==> config.mk <==
export PLATFORM = sky130hd
export DESIGN_NAME = pc_gen_flat
export DESIGN_NICKNAME = d
export VERILOG_FILES = /design/src/rtl/pc_gen_if.sv /design/src/rtl/pc_gen.sv /design/src/flat_wrapper.sv
export SDC_FILE = /design/constraint.sdc
export NUM_CORES = 1
export LEC_CHECK = 0
export CAP_MARGIN = 20
export CORE_AREA = 2 2 126 128
export DETAILED_ROUTE_END_ITERATION = 16
export DIE_AREA = 0 0 128 130
export SKIP_LAST_GASP = 1
export SLEW_MARGIN = 20
export SYNTH_ARGS = -nofsm -noshare
export SYNTH_HDL_FRONTEND = slang
export SYNTH_SLANG_ARGS = --single-unit
export TNS_END_PERCENT = 20
==> constraint.sdc <==
create_clock -name clk -period 4.65 [get_ports clk]
set_input_delay 0.465 -clock clk [delete_from_list [all_inputs] [get_ports clk]]
set_output_delay 0.465 -clock clk [all_outputs]
set_load 0.02 [all_outputs]
==> src/rtl/pc_gen_if.sv <==
// rtl/pc_gen_if.sv - fetch-address handshake between the PC generator and IF.
interface pc_gen_if #(
  parameter int ADDR_W = 32
);
  logic [ADDR_W-1:0] pc2if_addr_o;
  logic              pc2if_valid_o;
  logic              if2pc_ready_i;

  modport master (output pc2if_addr_o, output pc2if_valid_o, input  if2pc_ready_i);
  modport slave  (input  pc2if_addr_o, input  pc2if_valid_o, output if2pc_ready_i);
endinterface

==> src/rtl/pc_gen.sv <==
// rtl/pc_gen.sv - program-counter generator with trap/jump redirect, halt/resume and fetch counter.
// Optional feature macro: PC_MISALIGN_TRAP_EN (misaligned jump targets redirect to the trap vector).
module pc_gen #(
  parameter int          ADDR_W     = 32,
  parameter logic [31:0] RESET_VEC  = 32'h0,
  parameter int          INC        = 4,
  parameter int          ALIGN_BITS = 2,
  parameter int          CNT_W      = 32
) (
  input  logic              clk,
  input  logic              rest,
  pc_gen_if.master          pc2if,
  input  logic              cu2pc_jump_en_i,
  input  logic [ADDR_W-1:0] ex2pc_jump_addr_i,
  input  logic              cu2pc_trap_en_i,
  input  logic [ADDR_W-1:0] cu2pc_trap_vec_i,
  input  logic              cu2pc_halt_i,
  output logic              pc_halted_o,
  output logic              pc_misalign_o,
  output logic [CNT_W-1:0]  fetch_cnt_o
);

  typedef enum logic [1:0] {
    BOOT = 2'd0,
    RUN  = 2'd1,
    HALT = 2'd2
  } state_t;

  localparam logic [ADDR_W-1:0] RESET_PC   = ADDR_W'(RESET_VEC);
  localparam logic [ADDR_W-1:0] ALIGN_MASK = ~((ADDR_W'(1) << ALIGN_BITS) - ADDR_W'(1));

  state_t            r_state;
  logic [ADDR_W-1:0] r_pc;
  logic              r_valid;
  logic              r_halted;
  logic [CNT_W-1:0]  r_cnt;

  logic              w_fetch;
  logic              w_redirect_ok;
  logic [ADDR_W-1:0] w_trap_pc;
  logic [ADDR_W-1:0] w_jump_pc;

  assign w_fetch       = (r_state == RUN) && r_valid && pc2if.if2pc_ready_i;
  assign w_redirect_ok = (r_state != BOOT);
  assign w_trap_pc     = cu2pc_trap_vec_i & ALIGN_MASK;
  assign w_jump_pc     = ex2pc_jump_addr_i & ALIGN_MASK;

`ifdef PC_MISALIGN_TRAP_EN
  logic r_misalign;
  logic w_jump_misaligned;

  assign w_jump_misaligned = |(ex2pc_jump_addr_i & ~ALIGN_MASK);
  assign pc_misalign_o     = r_misalign;
`else
  assign pc_misalign_o = 1'b0;
`endif

  always_ff @(posedge clk or negedge rest) begin
    if (!rest) begin
      r_state  <= BOOT;
      r_pc     <= RESET_PC;
      r_valid  <= 1'b0;
      r_halted <= 1'b0;
      r_cnt    <= '0;
`ifdef PC_MISALIGN_TRAP_EN
      r_misalign <= 1'b0;
`endif
    end else begin
`ifdef PC_MISALIGN_TRAP_EN
      r_misalign <= 1'b0;
`endif
      case (r_state)
        BOOT: begin
          r_state <= RUN;
          r_valid <= 1'b1;
        end
        RUN: begin
          if (cu2pc_halt_i) begin
            r_state  <= HALT;
            r_valid  <= 1'b0;
            r_halted <= 1'b1;
          end
        end
        HALT: begin
          if (!cu2pc_halt_i) begin
            r_state  <= RUN;
            r_valid  <= 1'b1;
            r_halted <= 1'b0;
          end
        end
        default: begin
          r_state  <= BOOT;
          r_valid  <= 1'b0;
          r_halted <= 1'b0;
        end
      endcase

      // An address accepted in the same cycle as a redirect still counts.
      if (w_fetch) begin
        r_cnt <= r_cnt + CNT_W'(1);
      end

      if (w_redirect_ok && cu2pc_trap_en_i) begin
        r_pc <= w_trap_pc;
      end else if (w_redirect_ok && cu2pc_jump_en_i) begin
`ifdef PC_MISALIGN_TRAP_EN
        if (w_jump_misaligned) begin
          r_pc       <= w_trap_pc;
          r_misalign <= 1'b1;
        end else begin
          r_pc <= w_jump_pc;
        end
`else
        r_pc <= w_jump_pc;
`endif
      end else if (w_fetch) begin
        r_pc <= r_pc + ADDR_W'(INC);
      end
    end
  end

  assign pc2if.pc2if_addr_o  = r_pc;
  assign pc2if.pc2if_valid_o = r_valid;
  assign pc_halted_o         = r_halted;
  assign fetch_cnt_o         = r_cnt;

endmodule

==> src/flat_wrapper.sv <==
// flat-port wrapper written by rule: the top's interface ports become plain ports
module pc_gen_flat 
#(
  parameter int          ADDR_W     = 32,
  parameter logic [31:0] RESET_VEC  = 32'h0,
  parameter int          INC        = 4,
  parameter int          ALIGN_BITS = 2,
  parameter int          CNT_W      = 32
)
  (clk, rest, cu2pc_jump_en_i, ex2pc_jump_addr_i, cu2pc_trap_en_i, cu2pc_trap_vec_i, cu2pc_halt_i, pc_halted_o, pc_misalign_o, fetch_cnt_o, pc2if_pc2if_addr_o, pc2if_pc2if_valid_o, pc2if_if2pc_ready_i);
  pc_gen_if #(.ADDR_W(ADDR_W)) pc2if_i ();
  input  logic clk;
  input  logic rest;
  input  logic cu2pc_jump_en_i;
  input  logic [ADDR_W-1:0] ex2pc_jump_addr_i;
  input  logic cu2pc_trap_en_i;
  input  logic [ADDR_W-1:0] cu2pc_trap_vec_i;
  input  logic cu2pc_halt_i;
  output logic pc_halted_o;
  output logic pc_misalign_o;
  output logic [CNT_W-1:0] fetch_cnt_o;
  output wire logic [$bits(pc2if_i.pc2if_addr_o)-1:0] pc2if_pc2if_addr_o;
  output wire logic [$bits(pc2if_i.pc2if_valid_o)-1:0] pc2if_pc2if_valid_o;
  input wire logic [$bits(pc2if_i.if2pc_ready_i)-1:0] pc2if_if2pc_ready_i;
  assign pc2if_pc2if_addr_o = pc2if_i.pc2if_addr_o;
  assign pc2if_pc2if_valid_o = pc2if_i.pc2if_valid_o;
  assign pc2if_i.if2pc_ready_i = pc2if_if2pc_ready_i;
  pc_gen #(.ADDR_W(ADDR_W), .RESET_VEC(RESET_VEC), .INC(INC), .ALIGN_BITS(ALIGN_BITS), .CNT_W(CNT_W)) u_core (.clk(clk), .rest(rest), .pc2if(pc2if_i), .cu2pc_jump_en_i(cu2pc_jump_en_i), .ex2pc_jump_addr_i(ex2pc_jump_addr_i), .cu2pc_trap_en_i(cu2pc_trap_en_i), .cu2pc_trap_vec_i(cu2pc_trap_vec_i), .cu2pc_halt_i(cu2pc_halt_i), .pc_halted_o(pc_halted_o), .pc_misalign_o(pc_misalign_o), .fetch_cnt_o(fetch_cnt_o));
endmodule
==> summary.md, run 1 <==
| Metric | Value |
|---|---|
| Die Y | `130 um` |
| CP max FO | `16` |
| Starting Density | `24.2%` |
| Worst skew pair latency | `0.34 ns` |
| H-tree Lvls | `3` |
| Grt total ovfl | `0` |
| Most frequent cells in the layout | `128 x clkdlybuf4s50_1, 65 x dfrtp_1, 43 x nand2_1` |
| Complex-gate fraction of the synthesized area | `17.6%` |
| First-pass GRT wire length | `19000 um` |
| Max Fclk | `422 MHz` |
| Core box area | `15400 um2` |
| Final HPWL DP | `8850 um` |
| Final Slew Violations | `0` |
| Yosys warning count | `0` |
| Status | `completed` |
| Critical-path top delay cell | `clkdlybuf4s50_1` |
| All-Layer GR Usage | `15.1%` |
| Via-to-Cell Ratio | `5.00` |
| Pre-antenna DRT Iters | `4` |
| Max Cap Viol | `0` |
| Post-synthesis sequential area ratio | `43.6%` |
| Total CTS buffers | `9` |
| GPL Wtd Cong | `0.819` |
| Fin nets | `587` |
| Setup crit end kind | `flip-flop` |
| Comb pwr share | `42.8%` |
| Min-Delay Path Class | `input pin to asynchronous set/reset pin` |
| Post-route antenna net violation count | `0` |
| Mapped cell area | `3730 um2` |
| Number of remaining DRC errors | `0` |
| Site row count | `46` |
| Metal-1 WL | `5360 um` |
| Unique masters post-synth | `52` |
| CP arrival | `2.60 ns` |
| Root buf cell | `clkbuf_16` |
| Switching fraction of total power | `40.6%` |
| WS Path Type | `input pin to flip-flop` |
| Top layer in use | `met4` |
| Relative slew slack | `39.8%` |
| Clock share of power | `23.2%` |
| Inserted Diodes | `0` |
| Max Buffers Root-to-Sink | `2` |
| Total negative slack | `0 ns` |
| Post-Synth Simple-Gate Area | `22.9%` |
| Final wirelength | `12100 um` |
| # IOs | `137` |
| P_sw | `1220 uW` |
| Clk pin slew, worst setup/hold paths | `0.05 ns` |
| Slew @ Worst Pin | `0.893 ns` |
| DIE WIDTH | `128 um` |
| Crit start category | `input pin` |
| Post-synthesis mux area share | `0.268%` |
| Layout cells sized above 1 | `5.39%` |
| TritonCTS clock tree | `built` |
| Synth Instances | `389` |
| Worst setup margin | `2.28 ns` |
| Initial antenna violation count | `0` |
| Die footprint | `16600 um2` |
| Dpl ws | `1.91 ns` |
| Xor/xnor share of the synthesized area | `11.5%` |
| Cts hold-fix bufs | `0` |
| Met2 WL | `5790 um` |
| Largest net degree at the start of global routing | `66` |
| Worst path max stage delay | `0.65 ns` |
| Peak VDD IR | `0.000220 V` |
| Most common cell after layout, fill and taps aside | `clkdlybuf4s50_1` |
| CP required | `4.88 ns` |
| Post-CTS setup buffers | `0` |
| Pwr/cell area | `545 nW/um2` |
| WL met3 | `816 um` |
| DR WL/cell | `17.1 um` |
| Post-synthesis adder-cell area fraction | `0.671%` |
| Fin crit period | `2.37 ns` |
| Register bit total from synthesis | `65` |
| Fin crit share | `50.9%` |
| Cell leakage power | `0.00218 uW` |
| Synth-to-Final Area Change | `47.3%` |
| Vias in the first global route | `3416` |
| Int Power | `1780 uW` |
| Post-Route Utilization | `35.6%` |
| # clock sinks | `65` |
| Via count | `3554` |
| CTS resizes | `0` |
| Cells along the critical path | `clkdlybuf4s50_1 > inv_1 > nand3_1 > a21oi_1 > nor2_1 > o211a_1` |
| Number of port buffers | `129` |
| FFs w/ async S/R, synth | `100%` |
| Initial DRC count | `189` |
| Main combinational cell family by area after synthesis | `simple AND/OR/NAND/NOR gates` |
| Post-synth EDFFs | `0` |
| Final Hold Fails | `0` |
| Sequential share of power | `34.0%` |
| Top FF cell, synth | `dfrtp_1` |
| RSZ-0062 raised after global routing | `no` |
| Worst Clk Skew | `0.00644 ns` |
| Syn avg cell area | `9.59 um2` |
| Setup violations, final | `0` |
[Yosys cell counts, types with 2 or more instances]
cell      instances  area (um2)
a211oi_1          7        52.6
a21oi_1          17        85.1
a221o_1           4        40.0
a221oi_1          2        17.5
a222oi_1          6        60.1
a22oi_1           9        67.6
a31oi_1           2        12.5
and2_1            4        25.0
and3_1           13        81.3
and4_1            5        43.8
buf_2             6        30.0
buf_4             5        37.5
clkbuf_1          7        26.3
dfrtp_1          65        1630
ha_1              2        25.0
inv_1             3        11.3
nand2_1          43         161
nand3_1          31         155
nand4_1          12        75.1
nand4_4           2        42.5
nor2_1           23        86.3
nor3_1            6        30.0
nor3_2            2        20.0
nor4_4            2        42.5
o211a_1           2        20.0
o211ai_1          5        37.5
o21a_1            2        15.0
o21ai_0          21         105
o21ai_1           2        10.0
o221ai_1          3        26.3
o22ai_1           7        43.8
o311ai_0          2        17.5
xnor2_1          31         272
xor2_1           18         158
[final timing paths]
kind	from	end	slack, ns	depth (start not counted)
worst max-delay path	cu2pc_trap_en_i	u_core.pc2if.pc2if_addr_o[15]	2.28	6
worst min register to register	u_core.fetch_cnt_o[31]	u_core.fetch_cnt_o[31]	0.47	1
min in group clk	u_core.fetch_cnt_o[31]	u_core.fetch_cnt_o[31]	0.47	1
worst min-delay path	rest	u_core.pc2if.pc2if_addr_o[31]	0.34	2
max in group asynchronous	rest	u_core.pc2if.pc2if_addr_o[10]	3.73	2
worst max register to register	u_core.pc2if.pc2if_addr_o[2]	u_core.pc2if.pc2if_addr_o[22]	2.32	6
[routing by layer]
metal	track usage [%]	vias up
met5	0	-
met4	5.56	0
met3	4.39	11
met2	25.1	120
met1	18.6	1726
li1	-	1697
[flip-flops by register name, summed over array words and instances (netlist names)]
signal,cells
u_core.fetch_cnt_o,32
u_core.pc2if.pc2if_addr_o,30
u_core.pc_halted_o,1
u_core.pc2if.pc2if_valid_o,1
u_core.r_state,1
[power groups by stage]
stage                     registers (uW)  logic [uW]  clock network (uW)
after CTS                           1020        1290                 715
final                               1020        1280                 695
after global routing                1060        1400                 740
after detailed placement            1020        1280                   0
after floorplan                     1130         585                   0
after global placement              1020        1270                   0
[final cells by class]
| class | instances | area [um2] |
|---|---|---|
| Clock buffer | 13 | 260 |
| Clock inverter | 2 | 37.5 |
| Fill cell | 1591 | 9930 |
| Inverter | 3 | 11.3 |
| Multi-Input combinational cell | 303 | 2000 |
| Sequential cell | 65 | 1630 |
| Tap cell | 192 | 240 |
| Timing Repair Buffer | 133 | 1320 |
[stage by stage]
stage          power [uW]  cell area, um2  cells  hold WS (ns)
2_1_floorplan        1710            3740    391         0.169
6_report             2990            5490    711         0.336
5_1_grt              3200            5490    711         0.422
3_5_place_dp         2310            5180    695         0.468
3_3_place_gp         2290            5180    695         0.460
4_1_cts              3020            5480    710         0.379
[kinds of logic after synthesis]
| logic type | count (synthesis) |
|---|---|
| compound gates | 96 |
| flops | 65 |
| xor+xnor | 49 |
| fa+ha+maj | 2 |
| other cells | 1 |
| buf+inv | 23 |
| simple gates | 152 |
| mux | 1 |
[worst max-delay path, delay by kind of cell]
kind	cells	cell delay, ns
compound gates	2	0.51
simple gates	2	0.61
buf+inv	2	1.00
(Power assumes the default switching activity.)
==> run 2: changes to the inputs <==
==> constraint.sdc (replaced) <==
create_clock -name clk -period 2 [get_ports clk]
set_input_delay 0.2 -clock clk [delete_from_list [all_inputs] [get_ports clk]]
set_output_delay 0.2 -clock clk [all_outputs]
set_load 0.02 [all_outputs]
==> summary.md, run 2 (same netlist as run 1, synthesis figures left out) <==
| Metric | Value |
|---|---|
| CP required | `2.20 ns (-2.68 ns)` |
| Post-Layout Cell Count | `751 (+5.6%)` |
| DIE WIDTH | `128 um (unchanged)` |
| Max Buffers Root-to-Sink | `2 (unchanged)` |
| Critical-path top delay cell | `nor4b_4` |
| Fin crit share | `93.8%` |
| Worst setup startpoint | `u_core.pc2if.pc2if_addr_o[19]` |
| Pre-antenna DRT Iters | `5 (+1)` |
| R2r setup slk | `0.12 ns (-2.20 ns)` |
| Relative slew slack | `51.1% (+11 points)` |
| Via-to-Cell Ratio | `4.92 (-1.7%)` |
| WS Path Type | `flip-flop to flip-flop` |
| Worst path max stage delay | `0.48 ns (-0.17 ns)` |
| Min-Delay Path Class | `input pin to asynchronous set/reset pin` |
| H-tree Lvls | `3 (unchanged)` |
| Dpl ws | `-0.0237 ns (-1.94 ns)` |
| Worst setup margin | `0.123 ns (-2.16 ns)` |
| Final wirelength | `12300 um (+1.3%)` |
| Final HPWL DP | `9350 um (+5.6%)` |
| Setup violations, final | `0 (unchanged)` |
| Pwr/cell area | `1240 nW/um2 (+130%)` |
| Final Hold Fails | `0 (unchanged)` |
| Starting Density | `24.2% (unchanged)` |
| R2R Path End | `u_core.pc2if.pc2if_addr_o[30]` |
| Clk pin slew, worst setup/hold paths | `0.05 ns (about the same)` |
| Dpl cell area | `5550 um2 (+7.0%)` |
| Post-route antenna net violation count | `0 (unchanged)` |
| All-Layer GR Usage | `15.2% (+0.11 points)` |
| Initial DRC count | `241 (+28%)` |
| Register-to-Register Path Depth | `5 (-1)` |
| DR WL/cell | `16.4 um (-4.1%)` |
| Cell leakage power | `0.00239 uW (+9.6%)` |
| Total chip power | `7250 uW (+140%)` |
| Layout cells sized above 1 | `12.3% (+6.9 points)` |
| Status | `completed` |
| TritonCTS clock tree | `built` |
| First-pass GRT wire length | `19700 um (+3.7%)` |
| Initial antenna violation count | `0 (unchanged)` |
| Worst skew pair latency | `0.33 ns (about the same)` |
| Core box area | `15400 um2 (unchanged)` |
| Largest net degree at the start of global routing | `66 (unchanged)` |
| Crit start category | `flip-flop` |
| Vias in the first global route | `3696 (+8.2%)` |
| Die Y | `130 um (unchanged)` |
| Most frequent cells in the layout | `128 x clkdlybuf4s50_1, 64 x dfrtp_1, 43 x nand2_1` |
| # IOs | `137 (unchanged)` |
| Peak VDD IR | `0.000554 V (+150%)` |
| Final Slew Violations | `0 (unchanged)` |
| Total negative slack | `0 ns (unchanged)` |
| Number of remaining DRC errors | `0 (unchanged)` |
| FF+latch area | `1630 um2 (about the same)` |
| GPL Wtd Cong | `0.813 (-0.79%)` |
| Synth-to-Final Area Change | `56.6%` |
| Fin crit period | `1.88 ns` |
| Number of port buffers | `129 (unchanged)` |
| Die footprint | `16600 um2 (unchanged)` |
| # fillers | `1569 (-1.4%)` |
| Inserted Diodes | `0 (unchanged)` |
| Root buf cell | `clkbuf_16` |
| Number of flip-flops in the largest register | `32 (unchanged)` |
| # clock sinks | `65 (unchanged)` |
| Worst Clk Skew | `0.00571 ns (-0.000729 ns)` |
| Via count | `3692 (+3.9%)` |
| Cells along the critical path | `and4_1 > nor4b_4 > nand3_1 > mux2i_1 > o211ai_1` |
| Total CTS buffers | `9 (unchanged)` |
| Post-CTS setup buffers | `0 (unchanged)` |
| CP max FO | `9 (-7)` |
| Slew @ Worst Pin | `0.730 ns (-0.163 ns)` |
| Max Fclk | `533 MHz` |
| Worst Setup EP | `u_core.pc2if.pc2if_addr_o[30]` |
| Most common cell after layout, fill and taps aside | `clkdlybuf4s50_1` |
| Setup crit end kind | `flip-flop` |
| Placed Cells | `735 (+5.8%)` |
| Site row count | `46 (unchanged)` |
| Fin nets | `627 (+6.8%)` |
| Max Cap Viol | `0 (unchanged)` |
| CP arrival | `2.08 ns (-0.52 ns)` |
| Multi-input logic area | `2000 um2 (unchanged)` |
| Fin area | `5840 um2 (+6.3%)` |
| Reg2reg start | `u_core.pc2if.pc2if_addr_o[19]` |
| Grt total ovfl | `0 (unchanged)` |
| RSZ-0062 raised after global routing | `yes` |
[run 2: cell count changes in the layout (fill, tap and decap cells not counted), sizes merged]
| cell | before | now |
|---|---|---|
| clkinv | 0 | 1 |
| dlygate4sd3 | 0 | 1 |
| buf | 5 | 44 |
| bufinv | 1 | 0 |
[run 2: worst min path at each step]
| stage | start | end | slack (ns) | depth (start not counted) |
|---|---|---|---|---|
| 2_1_floorplan | rest | u_core.fetch_cnt_o[0] | -0.1 | 0 |
| 3_3_place_gp | rest | u_core.pc2if.pc2if_addr_o[31] | 0.25 | 2 |
| 3_5_place_dp | rest | u_core.pc2if.pc2if_addr_o[31] | 0.25 | 2 |
| 4_1_cts | rest | u_core.pc2if.pc2if_addr_o[31] | 0.43 | 3 |
| 5_1_grt | rest | u_core.pc2if.pc2if_addr_o[31] | 0.47 | 3 |
| 6_report | rest | u_core.pc2if.pc2if_addr_o[31] | 0.41 | 3 |
[run 2: report_power, final]
part           internal (uW)  switching [uW]
clock network            931             565
registers               1710             488
logic                   1720            1840
[run 2: critical path: cells and delay by family, from the launching register on]
| family | cells | cell delay (ns) |
|---|---|---|
| flip-flops | 1 | 0.44 |
| multiplexers | 1 | 0.23 |
| AND/OR/NAND/NOR | 3 | 0.96 |
| AO/OA/AOI/OAI | 1 | 0.12 |
[run 2: timing repair]
action,4_1_cts,5_1_grt
endpoints found under the setup margin,0,2
gates resized for setup,0,1
hold buffers,1,0
endpoints found under the hold margin,65,0
[run 2: metal layers]
layer	track usage (%)	vias up	wire length (um)
li1	-	1773	-
met2	25.7	133	5960
met1	19.1	1771	5400
met5	0	-	0
met3	4.06	15	760
met4	4.65	0	182
[run 2: area by class of cell]
| cell class | instances | share of cell area, % |
|---|---|---|
| multi-input combinational | 303 | 34.2 |
| timing repair buffer | 173 | 28.8 |
| sequential | 65 | 27.9 |
| clock buffer | 13 | 4.63 |
| tap | 192 | 4.11 |
| clock inverter | 2 | 0.214 |
| inverter | 3 | 0.193 |
[run 2: stage by stage]
step,utilization [%],hold slack (ns)
global placement,36.0,0.252
detailed placement,36.0,0.253
finish,37.9,0.412
global route,37.9,0.469
CTS,37.9,0.426
floorplan,-,-0.0956
